$ cat config.mk
export PLATFORM = sky130hd
export DESIGN_NAME = rr_arbiter_4ch
export DESIGN_NICKNAME = d
export VERILOG_FILES = /design/src/rtl/rr_arbiter_4ch_pkg.sv /design/src/rtl/arb_idx_decoder.sv /design/src/rtl/rr_arbiter_4ch.sv
export SDC_FILE = /design/constraint.sdc
export NUM_CORES = 1
export LEC_CHECK = 0
export ABC_CLOCK_PERIOD_IN_PS = 2600
export BUFFER_PORTS_ARGS = -buffer_cell sky130_fd_sc_hd__buf_2
export CAP_MARGIN = 5
export CORE_UTILIZATION = 50
export CTS_CLUSTER_SIZE = 20
export DETAILED_ROUTE_END_ITERATION = 8
export GPL_TIMING_DRIVEN = 1
export HOLD_SLACK_MARGIN = 0.12
export PLACE_DENSITY = 0.82
export SLEW_MARGIN = 10
export SYNTH_ARGS = -nofsm -noshare
export SYNTH_HDL_FRONTEND = slang
export SYNTH_HIERARCHICAL = 1
export SYNTH_SLANG_ARGS = --single-unit
$ cat constraint.sdc
create_clock -name clk_i -period 2.6 [get_ports clk_i]
set_input_delay 0.52 -clock clk_i [delete_from_list [all_inputs] [get_ports clk_i]]
set_output_delay 0.52 -clock clk_i [all_outputs]
set_load 0.05 [all_outputs]
$ cat src/rtl/rr_arbiter_4ch_pkg.sv
// Shared constants and FSM state type for the 4-channel round-robin arbiter.
package rr_arbiter_4ch_pkg;

   localparam int NREQ  = 4;
   localparam int IDX_W = 2;

   typedef enum logic {
      ST_IDLE  = 1'b0,
      ST_GRANT = 1'b1
   } state_e;

endpackage

$ cat src/rtl/arb_idx_decoder.sv
// Combinational index-to-one-hot decoder; output is all zero when disabled.
module arb_idx_decoder
   import rr_arbiter_4ch_pkg::*;
(
   input  logic [IDX_W-1:0] idx_i,
   input  logic             en_i,
   output logic [NREQ-1:0]  onehot_o
);

   // Single bit set at the index position, gated by enable
   always_comb begin
      onehot_o = '0;
      if (en_i) onehot_o[idx_i] = 1'b1;
   end

endmodule

$ cat src/rtl/rr_arbiter_4ch.sv
// Four-requester round-robin arbiter with hold-limit timeout and a
// mandatory one-cycle IDLE turnaround between grants.
module rr_arbiter_4ch
   import rr_arbiter_4ch_pkg::*;
#(
   parameter int MAX_HOLD = 15
) (
   input  logic            clk_i,
   input  logic            rst_n_i,
   input  logic            en_i,
   input  logic [NREQ-1:0] req_i,
   input  logic            done_i,
   output logic [NREQ-1:0] gnt_o,
   output logic [IDX_W-1:0] gnt_idx_o,
   output logic            gnt_vld_o,
   output logic            timeout_o
);

   localparam int HOLD_W = 8;

   if (MAX_HOLD < 1 || MAX_HOLD > 255) begin : g_bad_param
      $error("MAX_HOLD must be in 1..255");
   end

   localparam logic [HOLD_W-1:0] HOLD_LAST = HOLD_W'(MAX_HOLD - 1);

   state_e            state_q;
   logic [IDX_W-1:0]  ptr_q;
   logic [IDX_W-1:0]  idx_q;
   logic [HOLD_W-1:0] hold_q, hold_d;
   logic              timeout_q;

   logic [IDX_W-1:0]  win_idx;
   logic [IDX_W-1:0]  cand;
   logic              found;
   logic              at_limit;
   logic              release_req;

   // Rotating-priority scan: first set request starting at the pointer
   always_comb begin
      win_idx = ptr_q;
      cand    = '0;
      found   = 1'b0;
      for (int k = 0; k < NREQ; k++) begin
         cand = ptr_q + IDX_W'(k);
         if (!found && req_i[cand]) begin
            found   = 1'b1;
            win_idx = cand;
         end
      end
   end

   // Exit conditions; a voluntary release outranks the hold limit for TIMEOUT
   always_comb begin
      at_limit    = (hold_q == HOLD_LAST);
      release_req = done_i | ~req_i[idx_q] | ~en_i;
      hold_d      = at_limit ? hold_q : hold_q + HOLD_W'(1);
   end

   // Arbiter FSM: state, pointer, hold counter, grant index and TIMEOUT pulse
   always_ff @(posedge clk_i or negedge rst_n_i) begin
      if (!rst_n_i) begin
         state_q   <= ST_IDLE;
         ptr_q     <= '0;
         idx_q     <= '0;
         hold_q    <= '0;
         timeout_q <= 1'b0;
      end else begin
         timeout_q <= 1'b0;
         case (state_q)
            ST_IDLE: begin
               if (en_i && (|req_i)) begin
                  state_q <= ST_GRANT;
                  idx_q   <= win_idx;
                  hold_q  <= '0;
               end
            end
            ST_GRANT: begin
               if (release_req || at_limit) begin
                  state_q   <= ST_IDLE;
                  ptr_q     <= idx_q + IDX_W'(1);
                  timeout_q <= at_limit && !release_req;
               end else begin
                  hold_q <= hold_d;
               end
            end
            default: state_q <= ST_IDLE;
         endcase
      end
   end

   assign gnt_vld_o = (state_q == ST_GRANT);
   assign gnt_idx_o = idx_q;
   assign timeout_o = timeout_q;

   arb_idx_decoder u_dec (
      .idx_i    (idx_q),
      .en_i     (gnt_vld_o),
      .onehot_o (gnt_o)
   );

endmodule

==> run_results.csv <==
group,metric,value,unit
run_status,status,"complete, but fails checks",
run_status,violations,"DRC",
synthesis,synth_seq_cells,14,
sta,max_slew.worst_pin.slew,0.509,ns
global_routing,grt_pass1_wl,3210,um
critical_path,path_cells,"inv_1 -> ha_1 -> or3b_1 -> or4_4 -> a41o_1 -> mux2_4",
placed_design,routabilityCongestion,0.829,
power_and_ir_drop,power_density,811,nW/um2
layout,synthToLayoutAreaGrowth,15.8,%
clocking,root_buffer,"clkbuf_4",
floorplanning,design.core.area,1560,um2
critical_path,end_kind,"flip-flop",
sta,clock_skew,0.00177,ns
synthesis,ys.warnings.count,6,
critical_path,cp_num_cells,6,
critical_path,worst-path-buf-inv,1,
sta,fin_crit_sh,83.1,%
hold_path,min_path_cells,1,
global_routing,overflow,0,
synthesis,synth_cells,87,
clocking,cts_sinks,14,
global_routing,antenna_found_initial,0,
sta,setup_tns,0,ns
synthesis,synth_edf_count,0,
synthesis,synth_async_sr_flop_share,100,%
global_routing,track_usage,23.7,%
routing,avgViaCountPerCell,6.23,
routing,routed_wl,1940,um
placed_design,port_buffers,15,
clocking,cts_tree,"built",
hold_path,hp-class,"reg2reg",
synthesis,synth_cell_types,38,
clocking,cts_buffers,3,
floorplanning,die-area,1900,um2
routing,ant_nets,0,
power_and_ir_drop,power_leakage,0.000504,uW
critical_path,critical_path_arrival,2.35,ns
layout,final_common_cell,"buf_2",
layout,diodes,0,
sta,rsz0062_at_grt,"no",
synthesis,ys_seq_area_share,40.5,%
global_routing,grt_pass1_vias,712,
critical_path,r2r_cells,6,
sta,fin_ws,0.440,ns
layout,seq_area,350,um2
layout,num-fill-cells,114,
critical_path,crit_type,"reg2reg",
layout,finish.utilization,64.2,%
critical_path,slowest_delay,0.46,ns
placed_design,hpwl,1370,um
routing,drc,1,
routing,drt_pass1_iterations,6,
routing,vias,760,
synthesis,synth.avg_cell_area,9.94,um2
sta,min_period,2.16,ns
clocking,clk_latency,0.30,ns
synthesis,synthFlopType,"dfrtp_1",
critical_path,cpLargestDelayFamily,"simple AND/OR/NAND/NOR gates",
critical_path,worstPathRequired,2.79,ns
floorplanning,initial_utilization,55.5,%
floorplanning,die_x,43.6,um
critical_path,worstPathMaxFanout,6,
clocking,cts_resized,0,
sta,max_slew_margin,65.7,%
layout,final_cell_mix,"buf_2, dfrtp_1, nand2_1",
global_routing,grt_max_degree,15,
floorplanning,num_rows,14,
sta,finalHoldViolations,0,
routing,avgRoutedWirePerCell,15.9,um
routing,drt_iter0_markers,31,
synthesis,synth_fp_nets,97,
power_and_ir_drop,power,812,uW
power_and_ir_drop,max-vdd-ir-drop,0.695,mV
layout,multiInputGateArea,483,um2
placed_design,preCtsSetupSlack,0.451,ns
clocking,htree_levels,1,
critical_path,critPathLaunchType,"flip-flop",
run,drv_cap,0,
layout,fin_nets,117,
synthesis,netlist_area,865,um2
critical_path,crit_slowest_cell,"or4_4",
floorplanning,die_h,43.6,um
sta,maxSlewViolCount,0,
floorplanning,io_pins,16,
clocking,clk_pin_slew,0.09,ns
sta,fmax,0.463,GHz
sta,setup_viol,0,
clocking,clock_path_buffers,2,
layout,layout-drive-gt1-share,25.5,%
==> sequential cells by signal, indices dropped and copies added (netlist names) <==
signal / cells
ptr_q: 2
hold_q: 8
gnt_vld_o: 1
gnt_idx_o: 2
timeout_o: 1
==> power by group <==
group          internal (uW)  leakage, uW  switching, uW  total (uW)
Clock                   85.6    0.0000210           81.6         167
Combinational            118     0.000298            203         321
Sequential               255     0.000185           68.1         323
Total                    459     0.000504            353         812
==> Yosys cell counts (2+ instances only) <==
cell type / count / area share (%)
mux2i_1: 3 / 3.5
nor2b_1: 2 / 1.4
inv_1: 7 / 3.0
and3b_1: 3 / 3.0
dfrtp_1: 14 / 41
nand3_1: 2 / 1.2
nand4_1: 4 / 2.9
and2_1: 3 / 2.2
a21oi_1: 4 / 2.3
xor2_1: 3 / 3.0
o211ai_1: 2 / 1.7
o22ai_1: 3 / 2.2
o21ai_0: 3 / 1.7
ha_1: 2 / 2.9
nand2b_1: 2 / 1.4
nand2_1: 8 / 3.5
==> path summary, 6_finish.rpt <==
path | slack [ns] | to | startpoint
worst max-delay path | 0.44 | ptr_q[1] | hold_q[0]
worst min-delay path | 0.55 | hold_q[2] | hold_q[2]
worst max register to register | 0.44 | ptr_q[1] | hold_q[0]
worst min register to register | 0.55 | hold_q[2] | hold_q[2]
max in group asynchronous | 1.73 | gnt_vld_o | rst_n_i
min in group asynchronous | 0.63 | hold_q[2] | rst_n_i
==> per-stage QoR <==
| step | hold WS, ns | cells | cell area, um2 |
|---|---|---|---|
| after global placement | 0.428 | 117 | 955 |
| after CTS | 0.559 | 122 | 1000 |
| after detailed placement | 0.430 | 117 | 955 |
| final | 0.555 | 122 | 1000 |
| after global routing | 0.598 | 122 | 1000 |
| after floorplan | 0.224 | 87 | 865 |
==> cell type report <==
cell class / instances / area share, %
Sequential cell: 14 / 35.0
Multi-Input combinational cell: 65 / 48.2
Clock buffer: 4 / 3.62
Inverter: 7 / 2.63
Tap cell: 16 / 2.00
Timing Repair Buffer: 16 / 8.50
==> metal layers <==
metal	GRT usage (%)	wire length (um)	vias to the layer above	part of all wire, %
met5	0	0	-	0
met4	13.1	36	0	1.9
met3	5.00	94	5	4.9
met2	37.0	932	28	48
met1	30.5	871	359	45
li1	-	-	368	-
==> logic make-up (layout without fill, tap and decap cells) <==
family,Yosys count,after routing,synth area share [%]
and+or+nand+nor,35,35,25.9
AOI/OAI and AO/OA,18,18,13.9
DFF,14,14,40.5
buffers and inverters,8,27,3.62
muxes,6,6,9.12
xor gates and xnor gates,4,4,4.05
adders and majority gates,2,2,2.89
==> timing repair <==
action / CTS / global route
hold endpoints to repair: 14 / 0
setup buffers: 0 / 0
hold buffers: 1 / 0
No activity file was read; power rests on OpenSTA's default activity.
